$ cat config.mk
export PLATFORM = sky130hd
export DESIGN_NAME = pic_host_sequencer_flat
export DESIGN_NICKNAME = d
export VERILOG_FILES = /design/src/rtl/pic_host_sequencer_if.sv /design/src/rtl/pic_host_sequencer.sv /design/src/flat_wrapper.sv
export SDC_FILE = /design/constraint.sdc
export NUM_CORES = 1
export LEC_CHECK = 0
export ABC_AREA = 1
export ABC_CLOCK_PERIOD_IN_PS = 1900
export BUFFER_PORTS_ARGS = -buffer_cell sky130_fd_sc_hd__buf_2
export CAP_MARGIN = 15
export CELL_PAD_IN_SITES_DETAIL_PLACEMENT = 0
export CELL_PAD_IN_SITES_GLOBAL_PLACEMENT = 1
export CORE_MARGIN = 5
export CORE_UTILIZATION = 38
export DETAILED_ROUTE_END_ITERATION = 6
export GPL_TIMING_DRIVEN = 0
export PLACE_DENSITY_LB_ADDON = 0.08
export SLEW_MARGIN = 20
export SYNTH_ARGS = -nofsm -noshare
export SYNTH_HDL_FRONTEND = slang
export SYNTH_SLANG_ARGS = --single-unit
$ cat constraint.sdc
create_clock -name clk -period 1.9 [get_ports clk]
set_clock_uncertainty 0.05 [all_clocks]
set_input_delay 0.095 -clock clk [delete_from_list [all_inputs] [get_ports clk]]
set_output_delay 0.095 -clock clk [all_outputs]
set_load 0.05 [all_outputs]
$ cat src/rtl/pic_host_sequencer_if.sv
`default_nettype none
// ============================================================================
// pic_host_sequencer_if
// Groups the host-side request/status signals and the 8259 PIC bus pins
// driven by pic_host_sequencer. The master modport is the sequencer view;
// the slave modport is the view of whatever sits opposite (CPU logic + PIC).
// Revision: 1.0
// ============================================================================
interface pic_host_sequencer_if;
  // Host side
  logic       start;
  logic       init_done;
  logic       busy;
  logic       eoi_req;
  logic       mask_wr;
  logic [7:0] mask_val;
  logic [7:0] vector;
  logic       vector_valid;
  // PIC bus
  logic       chip_select;
  logic       A0;
  logic       write_flag;
  logic       read_flag;
  logic       INTA;
  logic [7:0] data_out;
  logic       data_oe;
  logic [7:0] data_in;
  logic       INT_Flag;

  modport master (
    input  start, eoi_req, mask_wr, mask_val, data_in, INT_Flag,
    output init_done, busy, vector, vector_valid,
    output chip_select, A0, write_flag, read_flag, INTA, data_out, data_oe
  );

  modport slave (
    output start, eoi_req, mask_wr, mask_val, data_in, INT_Flag,
    input  init_done, busy, vector, vector_valid,
    input  chip_select, A0, write_flag, read_flag, INTA, data_out, data_oe
  );
endinterface
`default_nettype wire

$ cat src/rtl/pic_host_sequencer.sv
`default_nettype none
// ============================================================================
// pic_host_sequencer
// Clocked host-side master for the 8259 PIC bus. On start it writes ICW1,
// ICW2, optional ICW3, optional ICW4 and OCW1 back to back; afterwards it
// arbitrates INTA service > EOI (OCW2 0x20) > runtime mask (OCW1) writes.
// All bus outputs are registered, decoded from the next FSM state.
// Optional feature macro: PIC_SEQ_AEOI_EN -- auto-EOI: ICW4 gets bit1 set,
// eoi_req is ignored and no OCW2 is ever issued.
// Revision: 1.0
// ============================================================================
module pic_host_sequencer #(
  parameter logic [7:0] ICW1_VAL   = 8'h13,
  parameter logic [7:0] ICW2_VAL   = 8'h08,
  parameter logic [7:0] ICW3_VAL   = 8'h00,
  parameter logic [7:0] ICW4_VAL   = 8'h01,
  parameter logic [7:0] OCW1_VAL   = 8'h00,
  parameter int         STROBE_CYC = 2
) (
  input  wire logic             clk,
  input  wire logic             rst_n,
  pic_host_sequencer_if.master  bus
);

  typedef enum logic [3:0] {
    S_IDLE     = 4'd0,
    S_W_SETUP  = 4'd1,
    S_W_STROBE = 4'd2,
    S_W_HOLD   = 4'd3,
    S_W_RECOV  = 4'd4,
    S_I_P1     = 4'd5,
    S_I_GAP    = 4'd6,
    S_I_P2     = 4'd7,
    S_I_REL    = 4'd8,
    S_I_RECOV  = 4'd9
  } state_t;

  localparam logic [2:0] c_STEP_ICW1 = 3'd0;
  localparam logic [2:0] c_STEP_ICW2 = 3'd1;
  localparam logic [2:0] c_STEP_ICW3 = 3'd2;
  localparam logic [2:0] c_STEP_ICW4 = 3'd3;
  localparam logic [2:0] c_STEP_OCW1 = 3'd4;

  localparam logic [7:0] c_EOI_CMD     = 8'h20;
  localparam logic [3:0] c_STROBE_LAST = 4'(STROBE_CYC - 1);
  localparam logic       c_SNGL        = ICW1_VAL[1];
  localparam logic       c_IC4         = ICW1_VAL[0];

  logic w_eoi_req;

`ifdef PIC_SEQ_AEOI_EN
  localparam logic [7:0] c_ICW4_BYTE = ICW4_VAL | 8'h02;
  assign w_eoi_req = 1'b0;
`else
  localparam logic [7:0] c_ICW4_BYTE = ICW4_VAL;
  logic r_init_done;
  assign w_eoi_req = bus.eoi_req & r_init_done;
`endif

`ifdef PIC_SEQ_AEOI_EN
  logic r_init_done;
`endif

  // Init step that follows s, skipping ICW3 in single mode and ICW4 without IC4
  function automatic logic [2:0] f_next_step(input logic [2:0] s);
    case (s)
      c_STEP_ICW1: f_next_step = c_STEP_ICW2;
      c_STEP_ICW2: f_next_step = !c_SNGL ? c_STEP_ICW3 :
                                 (c_IC4 ? c_STEP_ICW4 : c_STEP_OCW1);
      c_STEP_ICW3: f_next_step = c_IC4 ? c_STEP_ICW4 : c_STEP_OCW1;
      default:     f_next_step = c_STEP_OCW1;
    endcase
  endfunction

  function automatic logic [7:0] f_step_byte(input logic [2:0] s);
    case (s)
      c_STEP_ICW1: f_step_byte = ICW1_VAL;
      c_STEP_ICW2: f_step_byte = ICW2_VAL;
      c_STEP_ICW3: f_step_byte = ICW3_VAL;
      c_STEP_ICW4: f_step_byte = c_ICW4_BYTE;
      default:     f_step_byte = OCW1_VAL;
    endcase
  endfunction

  state_t     r_state, w_state_nxt;
  logic [3:0] r_cnt, w_cnt_nxt;
  logic [2:0] r_step, w_step_nxt;
  logic       r_in_init, w_in_init_nxt;
  logic       r_job_a0, w_job_a0_nxt;
  logic [7:0] r_job_data, w_job_data_nxt;
  logic       r_init_req;
  logic [2:0] r_eoi_cnt;
  logic       r_mask_pend;
  logic [7:0] r_mask_reg;

  logic       w_init_grant, w_eoi_grant, w_mask_grant, w_init_fin, w_vec_cap;
  logic       w_start_ok, w_mask_wr, w_int_req;
  logic [2:0] w_step_after;

  logic       r_cs_n, r_a0, r_wr_n, r_inta_n, r_oe, r_busy, r_vvalid;
  logic [7:0] r_dout, r_vector;
  logic       w_in_write;

  // A start is honoured only when no init is pending or running
  assign w_start_ok   = bus.start & ~r_in_init & ~r_init_req;
  assign w_mask_wr    = bus.mask_wr & r_init_done;
  assign w_int_req    = bus.INT_Flag & r_init_done;
  assign w_step_after = f_next_step(r_step);

  // State register
  always_ff @(posedge clk or negedge rst_n) begin
    if (!rst_n) r_state <= S_IDLE;
    else        r_state <= w_state_nxt;
  end

  // Next-state, job selection and arbitration
  always_comb begin
    w_state_nxt    = r_state;
    w_cnt_nxt      = r_cnt;
    w_step_nxt     = r_step;
    w_in_init_nxt  = r_in_init;
    w_job_a0_nxt   = r_job_a0;
    w_job_data_nxt = r_job_data;
    w_init_grant   = 1'b0;
    w_eoi_grant    = 1'b0;
    w_mask_grant   = 1'b0;
    w_init_fin     = 1'b0;
    w_vec_cap      = 1'b0;
    case (r_state)
      S_IDLE: begin
        if (r_init_req) begin
          w_init_grant   = 1'b1;
          w_in_init_nxt  = 1'b1;
          w_step_nxt     = c_STEP_ICW1;
          w_job_a0_nxt   = 1'b0;
          w_job_data_nxt = ICW1_VAL;
          w_state_nxt    = S_W_SETUP;
        end else if (w_int_req) begin
          w_cnt_nxt   = c_STROBE_LAST;
          w_state_nxt = S_I_P1;
        end else if (r_init_done && (r_eoi_cnt != 3'd0)) begin
          w_eoi_grant    = 1'b1;
          w_job_a0_nxt   = 1'b0;
          w_job_data_nxt = c_EOI_CMD;
          w_state_nxt    = S_W_SETUP;
        end else if (r_init_done && r_mask_pend) begin
          w_mask_grant   = 1'b1;
          w_job_a0_nxt   = 1'b1;
          w_job_data_nxt = r_mask_reg;
          w_state_nxt    = S_W_SETUP;
        end
      end
      S_W_SETUP: begin
        w_cnt_nxt   = c_STROBE_LAST;
        w_state_nxt = S_W_STROBE;
      end
      S_W_STROBE: begin
        if (r_cnt == 4'd0) w_state_nxt = S_W_HOLD;
        else               w_cnt_nxt   = r_cnt - 4'd1;
      end
      S_W_HOLD: begin
        w_state_nxt = S_W_RECOV;
        w_init_fin  = r_in_init & (r_step == c_STEP_OCW1);
      end
      S_W_RECOV: begin
        // Init writes chain directly so nothing can be granted mid-init
        if (r_in_init && (r_step != c_STEP_OCW1)) begin
          w_step_nxt     = w_step_after;
          w_job_a0_nxt   = 1'b1;
          w_job_data_nxt = f_step_byte(w_step_after);
          w_state_nxt    = S_W_SETUP;
        end else begin
          w_in_init_nxt = 1'b0;
          w_state_nxt   = S_IDLE;
        end
      end
      S_I_P1: begin
        if (r_cnt == 4'd0) w_state_nxt = S_I_GAP;
        else               w_cnt_nxt   = r_cnt - 4'd1;
      end
      S_I_GAP: begin
        w_cnt_nxt   = c_STROBE_LAST;
        w_state_nxt = S_I_P2;
      end
      S_I_P2: begin
        if (r_cnt == 4'd0) begin
          w_vec_cap   = 1'b1;
          w_state_nxt = S_I_REL;
        end else begin
          w_cnt_nxt = r_cnt - 4'd1;
        end
      end
      S_I_REL:   w_state_nxt = S_I_RECOV;
      S_I_RECOV: w_state_nxt = S_IDLE;
      default:   w_state_nxt = S_IDLE;
    endcase
  end

  // Sequencing registers: strobe counter, init step and the latched job
  always_ff @(posedge clk or negedge rst_n) begin
    if (!rst_n) begin
      r_cnt      <= 4'd0;
      r_step     <= c_STEP_ICW1;
      r_in_init  <= 1'b0;
      r_job_a0   <= 1'b0;
      r_job_data <= 8'h00;
    end else begin
      r_cnt      <= w_cnt_nxt;
      r_step     <= w_step_nxt;
      r_in_init  <= w_in_init_nxt;
      r_job_a0   <= w_job_a0_nxt;
      r_job_data <= w_job_data_nxt;
    end
  end

  // Pending requests; a request in its own grant clock survives the grant
  always_ff @(posedge clk or negedge rst_n) begin
    if (!rst_n) begin
      r_init_req  <= 1'b0;
      r_init_done <= 1'b0;
      r_eoi_cnt   <= 3'd0;
      r_mask_pend <= 1'b0;
      r_mask_reg  <= 8'h00;
    end else begin
      if (w_start_ok)        r_init_req <= 1'b1;
      else if (w_init_grant) r_init_req <= 1'b0;

      if (w_start_ok)      r_init_done <= 1'b0;
      else if (w_init_fin) r_init_done <= 1'b1;

      if (w_start_ok) begin
        r_eoi_cnt <= 3'd0;
      end else if (w_eoi_req && !w_eoi_grant) begin
        if (r_eoi_cnt != 3'd7) r_eoi_cnt <= r_eoi_cnt + 3'd1;
      end else if (!w_eoi_req && w_eoi_grant) begin
        r_eoi_cnt <= r_eoi_cnt - 3'd1;
      end

      if (w_start_ok) begin
        r_mask_pend <= 1'b0;
      end else if (w_mask_wr) begin
        r_mask_pend <= 1'b1;
        r_mask_reg  <= bus.mask_val;
      end else if (w_mask_grant) begin
        r_mask_pend <= 1'b0;
      end
    end
  end

  assign w_in_write = (w_state_nxt == S_W_SETUP) || (w_state_nxt == S_W_STROBE) ||
                      (w_state_nxt == S_W_HOLD);

  // Bus outputs registered from the state being entered
  always_ff @(posedge clk or negedge rst_n) begin
    if (!rst_n) begin
      r_cs_n   <= 1'b1;
      r_wr_n   <= 1'b1;
      r_inta_n <= 1'b1;
      r_a0     <= 1'b0;
      r_dout   <= 8'h00;
      r_oe     <= 1'b0;
      r_busy   <= 1'b0;
      r_vvalid <= 1'b0;
      r_vector <= 8'h00;
    end else begin
      r_cs_n   <= ~w_in_write;
      r_wr_n   <= ~(w_state_nxt == S_W_STROBE);
      r_inta_n <= ~((w_state_nxt == S_I_P1) || (w_state_nxt == S_I_P2));
      r_oe     <= w_in_write;
      if (w_in_write || (w_state_nxt == S_W_RECOV)) begin
        r_a0   <= w_job_a0_nxt;
        r_dout <= w_job_data_nxt;
      end else begin
        r_a0   <= 1'b0;
        r_dout <= 8'h00;
      end
      r_busy   <= (w_state_nxt != S_IDLE);
      r_vvalid <= (w_state_nxt == S_I_REL);
      if (w_vec_cap) r_vector <= bus.data_in;
    end
  end

  assign bus.chip_select  = r_cs_n;
  assign bus.A0           = r_a0;
  assign bus.write_flag   = r_wr_n;
  assign bus.read_flag    = 1'b1;
  assign bus.INTA         = r_inta_n;
  assign bus.data_out     = r_dout;
  assign bus.data_oe      = r_oe;
  assign bus.init_done    = r_init_done;
  assign bus.busy         = r_busy;
  assign bus.vector       = r_vector;
  assign bus.vector_valid = r_vvalid;

endmodule
`default_nettype wire

$ cat src/flat_wrapper.sv
// flat-port wrapper written by rule: the top's interface ports become plain ports
module pic_host_sequencer_flat 
#(
  parameter logic [7:0] ICW1_VAL   = 8'h13,
  parameter logic [7:0] ICW2_VAL   = 8'h08,
  parameter logic [7:0] ICW3_VAL   = 8'h00,
  parameter logic [7:0] ICW4_VAL   = 8'h01,
  parameter logic [7:0] OCW1_VAL   = 8'h00,
  parameter int         STROBE_CYC = 2
)
  (clk, rst_n, bus_start, bus_eoi_req, bus_mask_wr, bus_mask_val, bus_data_in, bus_INT_Flag, bus_init_done, bus_busy, bus_vector, bus_vector_valid, bus_chip_select, bus_A0, bus_write_flag, bus_read_flag, bus_INTA, bus_data_out, bus_data_oe);
  pic_host_sequencer_if bus_i ();
  input  wire logic clk;
  input  wire logic rst_n;
  input wire logic [$bits(bus_i.start)-1:0] bus_start;
  input wire logic [$bits(bus_i.eoi_req)-1:0] bus_eoi_req;
  input wire logic [$bits(bus_i.mask_wr)-1:0] bus_mask_wr;
  input wire logic [$bits(bus_i.mask_val)-1:0] bus_mask_val;
  input wire logic [$bits(bus_i.data_in)-1:0] bus_data_in;
  input wire logic [$bits(bus_i.INT_Flag)-1:0] bus_INT_Flag;
  output wire logic [$bits(bus_i.init_done)-1:0] bus_init_done;
  output wire logic [$bits(bus_i.busy)-1:0] bus_busy;
  output wire logic [$bits(bus_i.vector)-1:0] bus_vector;
  output wire logic [$bits(bus_i.vector_valid)-1:0] bus_vector_valid;
  output wire logic [$bits(bus_i.chip_select)-1:0] bus_chip_select;
  output wire logic [$bits(bus_i.A0)-1:0] bus_A0;
  output wire logic [$bits(bus_i.write_flag)-1:0] bus_write_flag;
  output wire logic [$bits(bus_i.read_flag)-1:0] bus_read_flag;
  output wire logic [$bits(bus_i.INTA)-1:0] bus_INTA;
  output wire logic [$bits(bus_i.data_out)-1:0] bus_data_out;
  output wire logic [$bits(bus_i.data_oe)-1:0] bus_data_oe;
  assign bus_i.start = bus_start;
  assign bus_i.eoi_req = bus_eoi_req;
  assign bus_i.mask_wr = bus_mask_wr;
  assign bus_i.mask_val = bus_mask_val;
  assign bus_i.data_in = bus_data_in;
  assign bus_i.INT_Flag = bus_INT_Flag;
  assign bus_init_done = bus_i.init_done;
  assign bus_busy = bus_i.busy;
  assign bus_vector = bus_i.vector;
  assign bus_vector_valid = bus_i.vector_valid;
  assign bus_chip_select = bus_i.chip_select;
  assign bus_A0 = bus_i.A0;
  assign bus_write_flag = bus_i.write_flag;
  assign bus_read_flag = bus_i.read_flag;
  assign bus_INTA = bus_i.INTA;
  assign bus_data_out = bus_i.data_out;
  assign bus_data_oe = bus_i.data_oe;
  pic_host_sequencer #(.ICW1_VAL(ICW1_VAL), .ICW2_VAL(ICW2_VAL), .ICW3_VAL(ICW3_VAL), .ICW4_VAL(ICW4_VAL), .OCW1_VAL(OCW1_VAL), .STROBE_CYC(STROBE_CYC)) u_core (.clk(clk), .rst_n(rst_n), .bus(bus_i));
endmodule
Yosys cells after proc, flatten, opt, wreduce, memory -nomap -nowiden
Cells that the tools add are included.

storage, ports and cells
  bits in registers = 58
  word-level logic and storage cells = 155
  output and inout bits = 25

cells by class
  equal/unequal tests = 29
  mux-type cells = 60
  reduce and logical (&&, ||, !) cells = 31
  $add $sub $neg = 3
  bitwise operators = 12

operators with widths
  kind                                                                     number
  8-bit 2-to-1 mux                                                         6
  4-bit 2-to-1 mux                                                         10
  4-bit case mux with 9 select lines                                       1
  1-bit 2-to-1 mux                                                         30
  4-bit by 3-bit == test with 1-bit output, second input constant          7
  3-bit 2-to-1 mux                                                         6
  4-bit by 2-bit == test with 1-bit output, second input constant          4
  8-bit case mux with 2 select lines                                       1
  5-bit case mux with 3 select lines                                       1
  3-bit case mux with 2 select lines                                       2
  4-bit case mux with 3 select lines                                       1
  3-bit nonzero test                                                       4
  4-bit by 1-bit == test with 1-bit output, second input constant          2
  4-bit == test, second input constant                                     2
  4-bit logical NOT                                                        2
  1-bit bitwise AND                                                        6
  3-bit by 1-bit == test with 1-bit output, second input constant          2
  3-bit by 2-bit == test with 1-bit output, second input constant          2
  3-bit logical NOT                                                        2
  2-bit by 1-bit inequality test with 1-bit output, second input constant  3
  2-bit inequality test, second input constant                             3
  3-bit inequality test, second input constant                             2
  1-bit inverter                                                           6
  3-bit AND reduction                                                      2
  15 further kinds                                                         28

Longest topological paths before layout
  depth in word-level cells = 11
  depth in mapped cells = 11
  gate-level depth less buffers = 10

Least setup slack after synthesis
No wires, ideal clock.

  kind = reg2reg
  start = reg u_core.r_init_done (netlist: u_core.bus.init_done)
  end = reg u_core.r_eoi_cnt[1]
  stages on the path, launching flop included = 9
  buffers on the path = 1
  clock period less this slack = 1991 ps
  arrival = 1820 ps
  slack = -91 ps
  cell sequence = dfrtp_1 > buf_6 > nand2_4 > nand4_1 > ha_1 > fa_1 > nand2_1 > o211ai_1 > inv_1

between the ends
  longest elaborated chain between the ends = 9
  elaborated cells between the ends (all ways) = 16

ends and longest elaborated chain
  what                                                                                       RTL line                   RTL
  from (decl)                                                                                pic_host_sequencer.sv:56   logic r_init_done;
  from (signal assigned)                                                                     pic_host_sequencer.sv:220  r_init_done <= 1'b0;
  from (signal assigned)                                                                     pic_host_sequencer.sv:228  if (w_start_ok) r_init_done <= 1'b0;
  from (signal assigned)                                                                     pic_host_sequencer.sv:229  else if (w_init_fin) r_init_done <= 1'b1;
  1-bit logical AND                                                                          pic_host_sequencer.sv:141  end else if (r_init_done && (r_eoi_cnt != 3'd0)) begin
  1-bit 2-to-1 mux                                                                           pic_host_sequencer.sv:141
  1-bit 2-to-1 mux                                                                           pic_host_sequencer.sv:138  end else if (w_int_req) begin
  1-bit 2-to-1 mux                                                                           pic_host_sequencer.sv:131  if (r_init_req) begin
  1-bit 2-to-1 mux                                                                           pic_host_sequencer.sv:129  case (r_state)
  1-bit logical NOT                                                                          pic_host_sequencer.sv:233  end else if (w_eoi_req && !w_eoi_grant) begin
  1-bit logical AND                                                                          pic_host_sequencer.sv:233
  3-bit by 2-bit inequality test with 1-bit output (no source line) (tied with other cells)  --
  2-bit AND reduction (no source line) / 3-bit 2-to-1 mux (equally long branches)            --
  to (signal assigned)                                                                       pic_host_sequencer.sv:234  if (r_eoi_cnt != 3'd7) r_eoi_cnt <= r_eoi_cnt + 3'd1;
  to (signal assigned)                                                                       pic_host_sequencer.sv:236  r_eoi_cnt <= r_eoi_cnt - 3'd1;
  to (decl)                                                                                  pic_host_sequencer.sv:92   logic [2:0] r_eoi_cnt;

Parallel ways exist; a longest one is shown, timed or not.
A chain may end at the register's enable or synchronous reset.

Worst setup path in the final report
  start = reg u_core.r_state[1]
  end = reg u_core.r_eoi_cnt[1]

between the ends
  longest elaborated chain between the ends = 6
  elaborated cells between the ends (all ways) = 10

ends and longest elaborated chain
  what                                                                                       RTL line                   RTL
  from (decl)                                                                                pic_host_sequencer.sv:85   state_t r_state, w_state_nxt;
  from (signal assigned)                                                                     pic_host_sequencer.sv:113  else r_state <= w_state_nxt;
  4-bit logical NOT (*)                                                                      pic_host_sequencer.sv:129
  1-bit 2-to-1 mux (*)                                                                       pic_host_sequencer.sv:129
  1-bit logical NOT                                                                          pic_host_sequencer.sv:233
  1-bit logical AND                                                                          pic_host_sequencer.sv:233
  3-bit by 2-bit inequality test with 1-bit output (no source line) (tied with other cells)  --
  2-bit AND reduction (no source line) / 3-bit 2-to-1 mux (equally long branches)            --

Every way passes the cells marked *; elsewhere a longest branch is shown, timed or not.

==> impl_metrics.json <==
{
  "grt.busiest_layer": "met2",
  "row_count": 31,
  "first_pass_iters": 5,
  "final_core_util_pct": 50.4,
  "coreArea_sq_um": 7250,
  "vdd_drop_max_mv": 1.04,
  "final_max_slew_viol_count": 0,
  "comb_power_share_pct": 52.0,
  "grt_use_total_pct": 15.7,
  "start_util_pct": 38.9,
  "met1_usage_pct": 20.4,
  "crit_arrival_ns": 2.08,
  "switching_share_pct": 47.1,
  "worst_slew_pin_slew_ns": 0.739,
  "synth_edf_count": 0,
  "pre_cts_ws_ns": -0.172,
  "place_inst": 470,
  "rsz0062_at_grt": "yes",
  "synth_area_per_cell_sq_um": 8.65,
  "drtAntennaViolNets": 0,
  "grt_antenna_before_repair": 0,
  "max_freq_mhz": 526,
  "finalCriticalPeriod_ns": 1.90,
  "synth_top_area_share_pct": 48.8,
  "final_cells": 511,
  "antennaDiodeCount": 0,
  "clockBufferDepth": 2,
  "maxSlewHeadroom_pct": 50.8,
  "crit_required_ns": 2.08,
  "post-route-cell-area_sq_um": 3650,
  "grt_pass1_vias": 2477,
  "cap_violations": 0,
  "synth_seq_cells": 58,
  "power_density_nw_per_um2": 1790,
  "start_kind": "flip-flop",
  "gr-usage-met3_pct": 3.52,
  "crit_type": "reg2reg",
  "grt_overflow": 0,
  "hold_viol_final": 0,
  "ys_types": 39,
  "drive_gt1_share_pct": 30.6,
  "ioPinCount": 47,
  "wl_per_cell_um": 12.8,
  "post_dp_cell_area_sq_um": 3180,
  "cts_tree": "yes",
  "worstPathMaxFanout": 5,
  "setup_violations": 0,
  "port_buffers": 45,
  "r2r_slack_ns": 0.0001,
  "drt-total-wl_mm": 6.53,
  "crit_path_end_kind": "flip-flop",
  "syn_nets": 351,
  "cp-endpoint": "u_core.r_eoi_cnt[1]$_DFFE_PN0P_",
  "synth_seq_area_share_pct": 51.6,
  "internal_power_mw": 3.46,
  "fp.dieW_um": 96.2,
  "r2r-start": "u_core.r_state[1]$_DFF_PN0_",
  "timing.final.crit_share_pct": 100,
  "final_cell_mix": "76 x nand2_1, 52 x dfrtp_1, 45 x buf_2",
  "grt_max_degree": 59,
  "die_area_sq_um": 9250,
  "fill_cells": 724,
  "yosys.area.top_type": "dfrtp_1",
  "power.switching_mw": 3.09,
  "layout.nets": 432,
  "synthesis.area_sq_um": 2820,
  "vias": 2360,
  "use_met2_pct": 25.2,
  "p_leak_nw": 1.91,
  "startpoint": "u_core.r_state[1]$_DFF_PN0_",
  "cts_buffers": 9,
  "synth-async-reset-ratio_pct": 100,
  "final.setup.worst_slack_ns": 0.000109,
  "synthCells": 326,
  "gp_congestion": 0.803,
  "synth_area_leaders": "dfrtp_1 49%, nand2_1 10%, inv_1 5.5%",
  "htreeDepth": 3,
  "grt_pass1_wl_mm": 11.1,
  "synth_warnings": 0,
  "post_drt_via_cell_ratio": 4.62,
  "r2r.worst_path.cells": 9,
  "cts_root_buf": "clkbuf_8",
  "timing.rr.end": "u_core.r_eoi_cnt[1]$_DFFE_PN0P_",
  "first_iter_violations": 58,
  "cts_sinks": 58,
  "hp-start": "bus_start",
  "die_h_um": 96.2,
  "status": "complete, no violations",
  "area_growth_pct": 29.4,
  "layout_commonest_cell": "nand2_1",
  "min_path_type": "in2reg",
  "clkPwrFrac_pct": 17.4,
  "dp_hpwl_mm": 4.50,
  "cts.reportedPaths.clkPinSlew_ns": 0.07,
  "ys.flop_type": "dfrtp_1",
  "seqPwrFrac_pct": 30.6,
  "insertion_delay_ns": 0.33,
  "drc": 0
}
-- worst min path at each step --
stage	slack, ns	depth (start not counted)	end
after floorplan	-0.25	0	u_core.bus.A0$_DFF_PN0_
after global placement	0.24	3	u_core.bus.vector[4]$_DFFE_PN0P_
after detailed placement	0.17	1	u_core.r_eoi_cnt[1]$_DFFE_PN0P_
after CTS	0.10	3	u_core.r_init_req$_DFFE_PN0P_
after global routing	0.14	4	u_core.bus.init_done$_DFFE_PN0P_
final	0.14	4	u_core.bus.init_done$_DFFE_PN0P_
-- final cells by class --
class / instances / area (sq um) / area share [%]
clock inverter: 5 / 53.8 / 1.47
clock buffer: 11 / 141 / 3.87
tap: 99 / 124 / 3.39
timing repair buffer: 70 / 458 / 12.5
inverter: 52 / 195 / 5.34
multi-input combinational: 212 / 1190 / 32.5
sequential: 58 / 1460 / 39.9
buffer: 4 / 35.0 / 0.959
-- synth_stat cells (2+ instances only) --
master,number
a21oi_1,21
buf_6,2
clkinv_1,3
dfrtp_1,55
dfstp_2,3
ha_1,2
inv_1,41
inv_2,8
mux2_2,3
nand2_1,77
nand2_2,7
nand2_4,4
nand3_1,21
nand3_2,3
nand4_1,6
nor2_1,21
nor2_2,9
nor2_4,5
o211ai_1,3
o21ai_0,12
xor2_1,2
-- critical path, cell delays in order (launching register included) --
cell and delay (ns):
dfrtp_2 0.46, nor2_4 0.16, nand2_4 0.07, nor2_4 0.08, nand4_1 0.09, ha_2 0.22, fa_1 0.48, nand2_1 0.05
o211ai_1 0.08, inv_1 0.05
-- power groups by stage --
stage / registers [mW] / logic (mW) / clock network, mW
6_report: 2.00 / 3.40 / 1.14
3_3_place_gp: 2.01 / 3.19 / 0
4_1_cts: 1.99 / 3.32 / 1.18
3_5_place_dp: 2.02 / 3.20 / 0
5_1_grt: 2.06 / 3.77 / 1.24
2_1_floorplan: 2.62 / 1.86 / 0
-- layer usage --
metal	vias up	share of wire (%)
li1	1199	-
met1	1111	46
met2	39	48
met3	11	4.3
met4	0	1.7
met5	-	0
-- stage by stage --
step | power [mW] | TNS [ns] | hold slack (ns)
2_1_floorplan | 4.48 | -0.0224 | -0.251
3_3_place_gp | 5.20 | -0.404 | 0.240
3_5_place_dp | 5.22 | -0.410 | 0.169
4_1_cts | 6.50 | -0.0127 | 0.103
5_1_grt | 7.08 | -0.183 | 0.136
6_report | 6.55 | 0 | 0.140
-- kinds of logic (layout without fill, tap and decap cells) --
family	count (synthesis)	after routing	share of synthesized area, %
AND/OR/NAND/NOR	157	157	27.2
flip-flops	58	58	51.6
buffers and inverters	56	142	8.16
AO/OA/AOI/OAI	44	44	8.83
multiplexers	4	4	1.60
adder cells (fa/ha/maj)	3	3	1.60
XOR/XNOR	3	3	0.931
other	1	1	0.133
-- repair_timing --
item	4_1_cts	5_1_grt
gates resized for setup	2	9
hold buffers	17	0
buffers inserted	5	3
pin swaps	3	4
setup endpoints to repair	3	14
hold endpoints to repair	71	0
No activity file was read; power rests on OpenSTA's default activity.
